===== config.mk =====
export PLATFORM = sky130hd
export DESIGN_NAME = mem_arbiter_flat
export DESIGN_NICKNAME = d
export VERILOG_FILES = /design/src/rtl/mem_pkg.sv /design/src/rtl/mem_arbiter_if.sv /design/src/rtl/mem_arb_prio.sv /design/src/rtl/mem_arbiter.sv /design/src/flat_wrapper.sv
export SDC_FILE = /design/constraint.sdc
export NUM_CORES = 1
export LEC_CHECK = 0
export ABC_AREA = 1
export CAP_MARGIN = 20
export CELL_PAD_IN_SITES_DETAIL_PLACEMENT = 1
export CELL_PAD_IN_SITES_GLOBAL_PLACEMENT = 1
export CORE_AREA = 4 4 135 137
export CTS_BUF_LIST = sky130_fd_sc_hd__clkbuf_16
export DETAILED_ROUTE_END_ITERATION = 16
export DIE_AREA = 0 0 139 141
export PLACE_DENSITY = 0.78
export SYNTH_ARGS = -nofsm -noshare
export SYNTH_HDL_FRONTEND = slang
export SYNTH_SLANG_ARGS = --single-unit

===== constraint.sdc =====
create_clock -name clk -period 1.97 [get_ports clk]
set_input_delay 0.394 -clock clk [delete_from_list [all_inputs] [get_ports clk]]
set_output_delay 0.394 -clock clk [all_outputs]
set_load 0.01 [all_outputs]

===== src/rtl/mem_pkg.sv =====
// Shared types for the memory-port arbiter.
//   state_e    : arbiter FSM states
//   owner_e    : which requester owns the in-flight transaction
//   size_e     : access size encodings used for the alignment check
//   misaligned : true when an access of the given size is not naturally aligned
package mem_pkg;

  typedef enum logic [1:0] {
    IDLE = 2'd0,
    REQ  = 2'd1,
    WAIT = 2'd2,
    ERR  = 2'd3
  } state_e;

  typedef enum logic {
    OWN_IF = 1'b0,
    OWN_D  = 1'b1
  } owner_e;

  typedef enum logic [1:0] {
    SZ_BYTE = 2'd0,
    SZ_HALF = 2'd1,
    SZ_WORD = 2'd2
  } size_e;

  // Only the two low address bits matter for natural alignment.
  // Unknown size codes are treated like bytes and never fault.
  function automatic logic misaligned(input logic [1:0] addr_lo, input logic [1:0] size);
    case (size)
      SZ_HALF: return addr_lo[0];
      SZ_WORD: return (addr_lo != 2'b00);
      default: return 1'b0;
    endcase
  endfunction

endpackage


===== src/rtl/mem_arbiter_if.sv =====
// Bundle of the fetch requester, data requester and memory-port signals.
//   master : arbiter view (accepts requests, drives the memory port)
//   slave  : environment view (requesters plus memory)
// Fetch   : if_valid/if_ready/if_addr request, if_rvalid/if_rdata response
// Data    : d_valid/d_ready/d_addr/d_bytes/d_size/d_wdata request,
//           d_rvalid/d_rdata/d_err response
// Memory  : mem_req/mem_ready/mem_addr/mem_bytes_to_write/mem_wdata request,
//           mem_rvalid/mem_rdata completion
interface mem_arbiter_if #(
  parameter int ADDR_W = 32,
  parameter int DATA_W = 32
);
  logic              if_valid;
  logic              if_ready;
  logic [ADDR_W-1:0] if_addr;
  logic              if_rvalid;
  logic [DATA_W-1:0] if_rdata;

  logic              d_valid;
  logic              d_ready;
  logic [ADDR_W-1:0] d_addr;
  logic [2:0]        d_bytes;
  logic [1:0]        d_size;
  logic [DATA_W-1:0] d_wdata;
  logic              d_rvalid;
  logic [DATA_W-1:0] d_rdata;
  logic              d_err;

  logic              mem_req;
  logic              mem_ready;
  logic [ADDR_W-1:0] mem_addr;
  logic [2:0]        mem_bytes_to_write;
  logic [DATA_W-1:0] mem_wdata;
  logic              mem_rvalid;
  logic [DATA_W-1:0] mem_rdata;

  modport master (
    input  if_valid, if_addr,
    output if_ready, if_rvalid, if_rdata,
    input  d_valid, d_addr, d_bytes, d_size, d_wdata,
    output d_ready, d_rvalid, d_rdata, d_err,
    output mem_req, mem_addr, mem_bytes_to_write, mem_wdata,
    input  mem_ready, mem_rvalid, mem_rdata
  );

  modport slave (
    output if_valid, if_addr,
    input  if_ready, if_rvalid, if_rdata,
    output d_valid, d_addr, d_bytes, d_size, d_wdata,
    input  d_ready, d_rvalid, d_rdata, d_err,
    input  mem_req, mem_addr, mem_bytes_to_write, mem_wdata,
    output mem_ready, mem_rvalid, mem_rdata
  );
endinterface


===== src/rtl/mem_arb_prio.sv =====
// Priority decision between fetch and data requests plus the data-streak
// counter that bounds fetch starvation.
//   clk, rst_n        : clock, async active-low reset
//   idle              : arbiter is free to grant this cycle
//   if_valid, d_valid : pending requests
//   grant_if, grant_d : one-hot grant (combinational)
module mem_arb_prio #(
  parameter int MAX_DATA_STREAK = 4
) (
  input  logic clk,
  input  logic rst_n,
  input  logic idle,
  input  logic if_valid,
  input  logic d_valid,
  output logic grant_if,
  output logic grant_d
);

  localparam int SW = (MAX_DATA_STREAK < 1) ? 1 : $clog2(MAX_DATA_STREAK + 1);
  localparam logic [SW-1:0] MAX_S = SW'(MAX_DATA_STREAK);
  localparam logic [SW-1:0] ONE_S = SW'(1);

  logic [SW-1:0] streak;

  // Data wins unless it has already taken MAX_DATA_STREAK grants in a row
  // while a fetch was waiting.
  always_comb begin
    grant_d  = idle && d_valid && ((streak < MAX_S) || !if_valid);
    grant_if = idle && if_valid && !grant_d;
  end

  // The streak only counts data grants that actually delayed a fetch; it is
  // frozen while a transaction is in flight.
  always_ff @(posedge clk or negedge rst_n) begin
    if (!rst_n) begin
      streak <= '0;
    end else if (idle) begin
      if (!if_valid || grant_if) begin
        streak <= '0;
      end else if (grant_d && (streak < MAX_S)) begin
        streak <= streak + ONE_S;
      end
    end
  end

endmodule


===== src/rtl/mem_arbiter.sv =====
// Shares one memory port between instruction fetch and load/store.
// One transaction in flight; data has priority with bounded fetch starvation;
// misaligned data accesses are answered with an error without a memory access.
//   clk, rst_n : clock, async active-low reset
//   bus        : mem_arbiter_if.master (requester and memory signals)
module mem_arbiter
  import mem_pkg::*;
#(
  parameter int ADDR_W          = 32,
  parameter int DATA_W          = 32,
  parameter int MAX_DATA_STREAK = 4
) (
  input  logic          clk,
  input  logic          rst_n,
  mem_arbiter_if.master bus
);

  state_e            state;
  owner_e            owner;
  logic              mem_req_q;
  logic [ADDR_W-1:0] addr_q;
  logic [DATA_W-1:0] wdata_q;
  logic [2:0]        bytes_q;

  logic              idle;
  logic              grant_if;
  logic              grant_d;
  logic [1:0]        d_acc_size;
  logic              d_mis;
  logic              resp;
  logic              d_resp;

  // Gating with rst_n keeps readys low while reset is held.
  assign idle = (state == IDLE) && rst_n;

  mem_arb_prio #(
    .MAX_DATA_STREAK(MAX_DATA_STREAK)
  ) u_prio (
    .clk      (clk),
    .rst_n    (rst_n),
    .idle     (idle),
    .if_valid (bus.if_valid),
    .d_valid  (bus.d_valid),
    .grant_if (grant_if),
    .grant_d  (grant_d)
  );

  // Stores carry their size in d_bytes, loads in d_size.
  always_comb begin
    d_acc_size = SZ_BYTE;
    if (bus.d_bytes == 3'd0) begin
      d_acc_size = bus.d_size;
    end else if (bus.d_bytes == 3'd4) begin
      d_acc_size = SZ_WORD;
    end else if (bus.d_bytes == 3'd2) begin
      d_acc_size = SZ_HALF;
    end
  end

  assign d_mis = misaligned(bus.d_addr[1:0], d_acc_size);

  always_ff @(posedge clk or negedge rst_n) begin
    if (!rst_n) begin
      state     <= IDLE;
      owner     <= OWN_IF;
      mem_req_q <= 1'b0;
      addr_q    <= '0;
      wdata_q   <= '0;
      bytes_q   <= 3'd0;
    end else begin
      case (state)
        IDLE: begin
          if (grant_d) begin
            owner <= OWN_D;
            if (d_mis) begin
              state <= ERR;
            end else begin
              state     <= REQ;
              mem_req_q <= 1'b1;
              addr_q    <= bus.d_addr;
              wdata_q   <= bus.d_wdata;
              bytes_q   <= bus.d_bytes;
            end
          end else if (grant_if) begin
            owner     <= OWN_IF;
            state     <= REQ;
            mem_req_q <= 1'b1;
            addr_q    <= bus.if_addr;
            wdata_q   <= '0;
            bytes_q   <= 3'd0;
          end
        end
        REQ: begin
          if (bus.mem_ready) begin
            mem_req_q <= 1'b0;
            state     <= WAIT;
          end
        end
        WAIT: begin
          // The completion cycle is never also a grant cycle.
          if (bus.mem_rvalid) begin
            state <= IDLE;
          end
        end
        ERR: begin
          state <= IDLE;
        end
        default: begin
          state <= IDLE;
        end
      endcase
    end
  end

  assign bus.if_ready           = grant_if;
  assign bus.d_ready            = grant_d;
  assign bus.mem_req            = mem_req_q;
  assign bus.mem_addr           = addr_q;
  assign bus.mem_bytes_to_write = bytes_q;
  assign bus.mem_wdata          = wdata_q;

  // Responses are passed straight through in the completion cycle; rdata is
  // forced to zero outside a response so it never leaks stale memory data.
  assign resp   = (state == WAIT) && bus.mem_rvalid;
  assign d_resp = resp && (owner == OWN_D);

  assign bus.if_rvalid = resp && (owner == OWN_IF);
  assign bus.if_rdata  = (resp && (owner == OWN_IF)) ? bus.mem_rdata : '0;
  assign bus.d_rvalid  = d_resp || (state == ERR);
  assign bus.d_rdata   = d_resp ? bus.mem_rdata : '0;
  assign bus.d_err     = (state == ERR);

endmodule


===== src/flat_wrapper.sv =====
// flat-port wrapper written by rule: the top's interface ports become plain ports
module mem_arbiter_flat import mem_pkg::*;
#(
  parameter int ADDR_W          = 32,
  parameter int DATA_W          = 32,
  parameter int MAX_DATA_STREAK = 4
)
  (clk, rst_n, bus_if_valid, bus_if_addr, bus_if_ready, bus_if_rvalid, bus_if_rdata, bus_d_valid, bus_d_addr, bus_d_bytes, bus_d_size, bus_d_wdata, bus_d_ready, bus_d_rvalid, bus_d_rdata, bus_d_err, bus_mem_req, bus_mem_addr, bus_mem_bytes_to_write, bus_mem_wdata, bus_mem_ready, bus_mem_rvalid, bus_mem_rdata);
  mem_arbiter_if #(.ADDR_W(ADDR_W), .DATA_W(DATA_W)) bus_i ();
  input  logic clk;
  input  logic rst_n;
  input wire logic [$bits(bus_i.if_valid)-1:0] bus_if_valid;
  input wire logic [$bits(bus_i.if_addr)-1:0] bus_if_addr;
  output wire logic [$bits(bus_i.if_ready)-1:0] bus_if_ready;
  output wire logic [$bits(bus_i.if_rvalid)-1:0] bus_if_rvalid;
  output wire logic [$bits(bus_i.if_rdata)-1:0] bus_if_rdata;
  input wire logic [$bits(bus_i.d_valid)-1:0] bus_d_valid;
  input wire logic [$bits(bus_i.d_addr)-1:0] bus_d_addr;
  input wire logic [$bits(bus_i.d_bytes)-1:0] bus_d_bytes;
  input wire logic [$bits(bus_i.d_size)-1:0] bus_d_size;
  input wire logic [$bits(bus_i.d_wdata)-1:0] bus_d_wdata;
  output wire logic [$bits(bus_i.d_ready)-1:0] bus_d_ready;
  output wire logic [$bits(bus_i.d_rvalid)-1:0] bus_d_rvalid;
  output wire logic [$bits(bus_i.d_rdata)-1:0] bus_d_rdata;
  output wire logic [$bits(bus_i.d_err)-1:0] bus_d_err;
  output wire logic [$bits(bus_i.mem_req)-1:0] bus_mem_req;
  output wire logic [$bits(bus_i.mem_addr)-1:0] bus_mem_addr;
  output wire logic [$bits(bus_i.mem_bytes_to_write)-1:0] bus_mem_bytes_to_write;
  output wire logic [$bits(bus_i.mem_wdata)-1:0] bus_mem_wdata;
  input wire logic [$bits(bus_i.mem_ready)-1:0] bus_mem_ready;
  input wire logic [$bits(bus_i.mem_rvalid)-1:0] bus_mem_rvalid;
  input wire logic [$bits(bus_i.mem_rdata)-1:0] bus_mem_rdata;
  assign bus_i.if_valid = bus_if_valid;
  assign bus_i.if_addr = bus_if_addr;
  assign bus_if_ready = bus_i.if_ready;
  assign bus_if_rvalid = bus_i.if_rvalid;
  assign bus_if_rdata = bus_i.if_rdata;
  assign bus_i.d_valid = bus_d_valid;
  assign bus_i.d_addr = bus_d_addr;
  assign bus_i.d_bytes = bus_d_bytes;
  assign bus_i.d_size = bus_d_size;
  assign bus_i.d_wdata = bus_d_wdata;
  assign bus_d_ready = bus_i.d_ready;
  assign bus_d_rvalid = bus_i.d_rvalid;
  assign bus_d_rdata = bus_i.d_rdata;
  assign bus_d_err = bus_i.d_err;
  assign bus_mem_req = bus_i.mem_req;
  assign bus_mem_addr = bus_i.mem_addr;
  assign bus_mem_bytes_to_write = bus_i.mem_bytes_to_write;
  assign bus_mem_wdata = bus_i.mem_wdata;
  assign bus_i.mem_ready = bus_mem_ready;
  assign bus_i.mem_rvalid = bus_mem_rvalid;
  assign bus_i.mem_rdata = bus_mem_rdata;
  mem_arbiter #(.ADDR_W(ADDR_W), .DATA_W(DATA_W), .MAX_DATA_STREAK(MAX_DATA_STREAK)) u_core (.clk(clk), .rst_n(rst_n), .bus(bus_i));
endmodule

==> metrics.yaml <==
run_status:
  outcome: "complete, no violations"
final_layout:
  multi_input_area_um2: 1820
  regArea_um2: 1850
  fill_cells: 2076
  synthToLayoutAreaGrowth_pct: 98.9
  final_cell_mix: "nand2_1, clkdlybuf4s50_1, dfrtp_1, buf_2, inv_1"
  diodes: 0
  final_cells: 1106
  layout_commonest_cell: "nand2_1"
  final_area_um2: 7660
  drive_gt1_share_pct: 22.8
  nets: 1018
yosys:
  yosysWarnings: 0
  syn_inst: 560
  synth-adder-area-share_pct: 0.974
  synthSimpleGateAreaFrac_pct: 38.8
  synth_nets: 702
  ys_ff_latch: 74
  synth_top_family_by_area: "simple AND/OR/NAND/NOR gates"
  synth_area_um2: 3850
  ys_types: 21
  synth-compound-area-share_pct: 3.31
  ys_seq_area_share_pct: 48.1
  synth.area.mux_share_pct: 0
  synth_xor_area_share_pct: 0
  avgSynthCellArea_um2: 6.88
route:
  ant_nets: 0
  vias: 4770
  firstDrtPassIters: 4
  routed_wl_mm: 18.3
  drt_iter0_markers: 97
  wl_per_cell_um: 16.6
  avgViaCountPerCell: 4.31
  drc: 0
clocking:
  tritoncts: "yes"
  cts_sinks: 74
  cts_buffers: 9
  htreeDepth: 3
  clk_path_buf_depth: 2
  cts_root_buf: "clkbuf_16"
  clk_pin_slew_ps: 60
  clkLatencyLatePin_ps: 340
power_and_ir_drop:
  swShare_pct: 34.4
  p_int_mw: 5.74
  p_comb_share_pct: 49.7
  seqPwrFrac_pct: 29.1
  clkPwrFrac_pct: 21.3
  power.density_nw_per_um2: 1140
  ir_drop_mv: 0.563
  leakage_nw: 4.00
  switchingPower_mw: 3.01
timing:
  finalHoldViolCount: 0
  worst_slew_margin_rel_pct: 60.9
  finalCritPeriodShare_pct: 97.0
  slew_viol_final: 0
  tightest_slew_ps: 587
  rsz0062_at_grt: "yes"
  finClkSkew_ps: 4.95
  fmax_mhz: 523
  finalSetupViolCount: 0
  fin_crit_ps: 1910
placed_design:
  placedCellCount: 1062
  port_buffers: 275
  gp_congestion: 0.829
  place_area_um2: 7030
  dp_hpwl_mm: 12.8
global_routing:
  grt_pass1_wl_mm: 27.8
  grt_pass1_vias: 5036
  grt_max_degree: 52
  track_usage_pct: 17.9
  antenna_found_initial: 0
  gr-total-overflow: 0
floorplanning:
  die_h_um: 141
  start_util_pct: 22.6
  die_x_um: 139
  pin_count: 276
  die_area_um2: 19600
  coreArea_um2: 17100
  rows: 48
worst_setup_path:
  regToRegEndpoint: "u_core.bus.mem_wdata[19]$_DFFE_PN0P_"
  crit_type: "reg -> out"
  reg2reg_slack_ps: 80
  end_kind: "output pin"
  rr_startpoint: "u_core.state[0]$_DFFE_PN0P_"
  reg2reg_depth: 11
  critPathRequiredTime_ps: 1580
  critPathMaxFanout: 8
  critPathArrivalTime_ps: 1520
  startpoint_type: "register"
job:
  max_cap_violations: 0
hold_path:
  min_path_type: "in -> async"
metrics by stage:
step | power, mW | worst slack [ps] | setup TNS, ps | util, % | hold WS, ps
2_1_floorplan | 4.05 | 68.6 | 0 | - | 98.4
3_3_place_gp | 6.29 | -556 | -61300 | 41.2 | 454
3_5_place_dp | 6.38 | -644 | -67030 | 41.2 | 465
4_1_cts | 8.63 | -24.0 | -107 | 43.5 | 125
5_1_grt | 9.40 | -60.6 | -1640 | 44.9 | 149
6_report | 8.76 | 58.3 | 0 | 44.9 | 120
power by group through the flow:
stage	clock (mW)	combinational [mW]	sequential [mW]
2_1_floorplan	0	1.24	2.81
3_3_place_gp	0	3.75	2.54
3_5_place_dp	0	3.83	2.56
4_1_cts	1.92	4.15	2.55
5_1_grt	1.99	4.77	2.65
6_report	1.86	4.35	2.54
cells by family (layout without fill, tap and decap cells):
kind of cell / after synthesis / after routing
compound gates: 25 / 25
fa+ha+maj: 3 / 3
buf+inv: 76 / 397
flops: 74 / 74
simple gates: 382 / 382
repair_timing:
item	CTS	global route
gates cloned	7	4
setup buffers	15	5
gates resized for setup	307	59
hold buffers	0	0
hold endpoints to repair	0	0
endpoints found under the setup margin	137	110
pin swaps	10	10
how the worst max path moves through the flow:
stage | slack [ps] | start | end | depth (start not counted)
4_1_cts | -20 | u_core.state[0]$_DFFE_PN0P_ | bus_if_rdata[18] | 7
3_5_place_dp | -640 | bus_d_bytes[1] | u_core.bus.mem_wdata[23]$_DFFE_PN0P_ | 12
5_1_grt | -60 | u_core.state[0]$_DFFE_PN0P_ | bus_if_rdata[21] | 6
6_report | 60 | u_core.state[0]$_DFFE_PN0P_ | bus_if_rdata[19] | 6
2_1_floorplan | 70 | bus_d_bytes[2] | u_core.bus.mem_addr[10]$_DFFE_PN0P_ | 12
3_3_place_gp | -560 | bus_d_bytes[1] | u_core.bus.mem_wdata[19]$_DFFE_PN0P_ | 11
final cells by class:
type                       instances  area share (%)
clock buffer                       9            2.94
clock inverter                     7            1.40
inverter                          46            2.29
multi-input combinational        410            23.8
sequential                        74            24.2
tap                              225            3.67
timing repair buffer             335            41.7
critical path, cell delays in order (launching register included):
cell and delay (ps):
dfrtp_1 400, inv_2 80, nand4_1 150, buf_6 190, buf_8 140, nor2_1 80
buf_2 130
synth_stat cells:
master / instances / area (µm²)
a21oi_1: 5 / 25.0
nand2_1: 277 / 1040
buf_4: 4 / 30.0
o21ai_0: 7 / 35.0
buf_2: 8 / 40.0
nor3_1: 1 / 5.00
nand4_1: 3 / 18.8
nor2_2: 1 / 6.26
clkbuf_1: 13 / 48.8
inv_2: 3 / 11.3
buf_6: 4 / 45.0
o21bai_1: 1 / 7.51
nand2_2: 4 / 25.0
o21ai_1: 12 / 60.1
nor2_1: 69 / 259
nand3_1: 26 / 130
ha_1: 3 / 37.5
dfrtp_1: 74 / 1850
buf_1: 1 / 3.75
nor2_4: 1 / 11.3
inv_1: 43 / 161
registers in the layout, summed over array words and instances, names as in the netlist:
name and flops:
u_core.owner 1, u_core.u_prio.streak 3, u_core.bus.mem_bytes_to_write 3, u_core.bus.mem_req 1
u_core.bus.mem_wdata 32, u_core.state 2, u_core.bus.mem_addr 32
metal layers:
metal	share of wire, %	wire length (µm)	global-route usage [%]
met5	0	0	0
met4	2.3	426	6.69
met3	7.1	1310	5.19
met2	50	9170	32.0
met1	40	7410	20.1
Power figures use the tool's default switching activity.
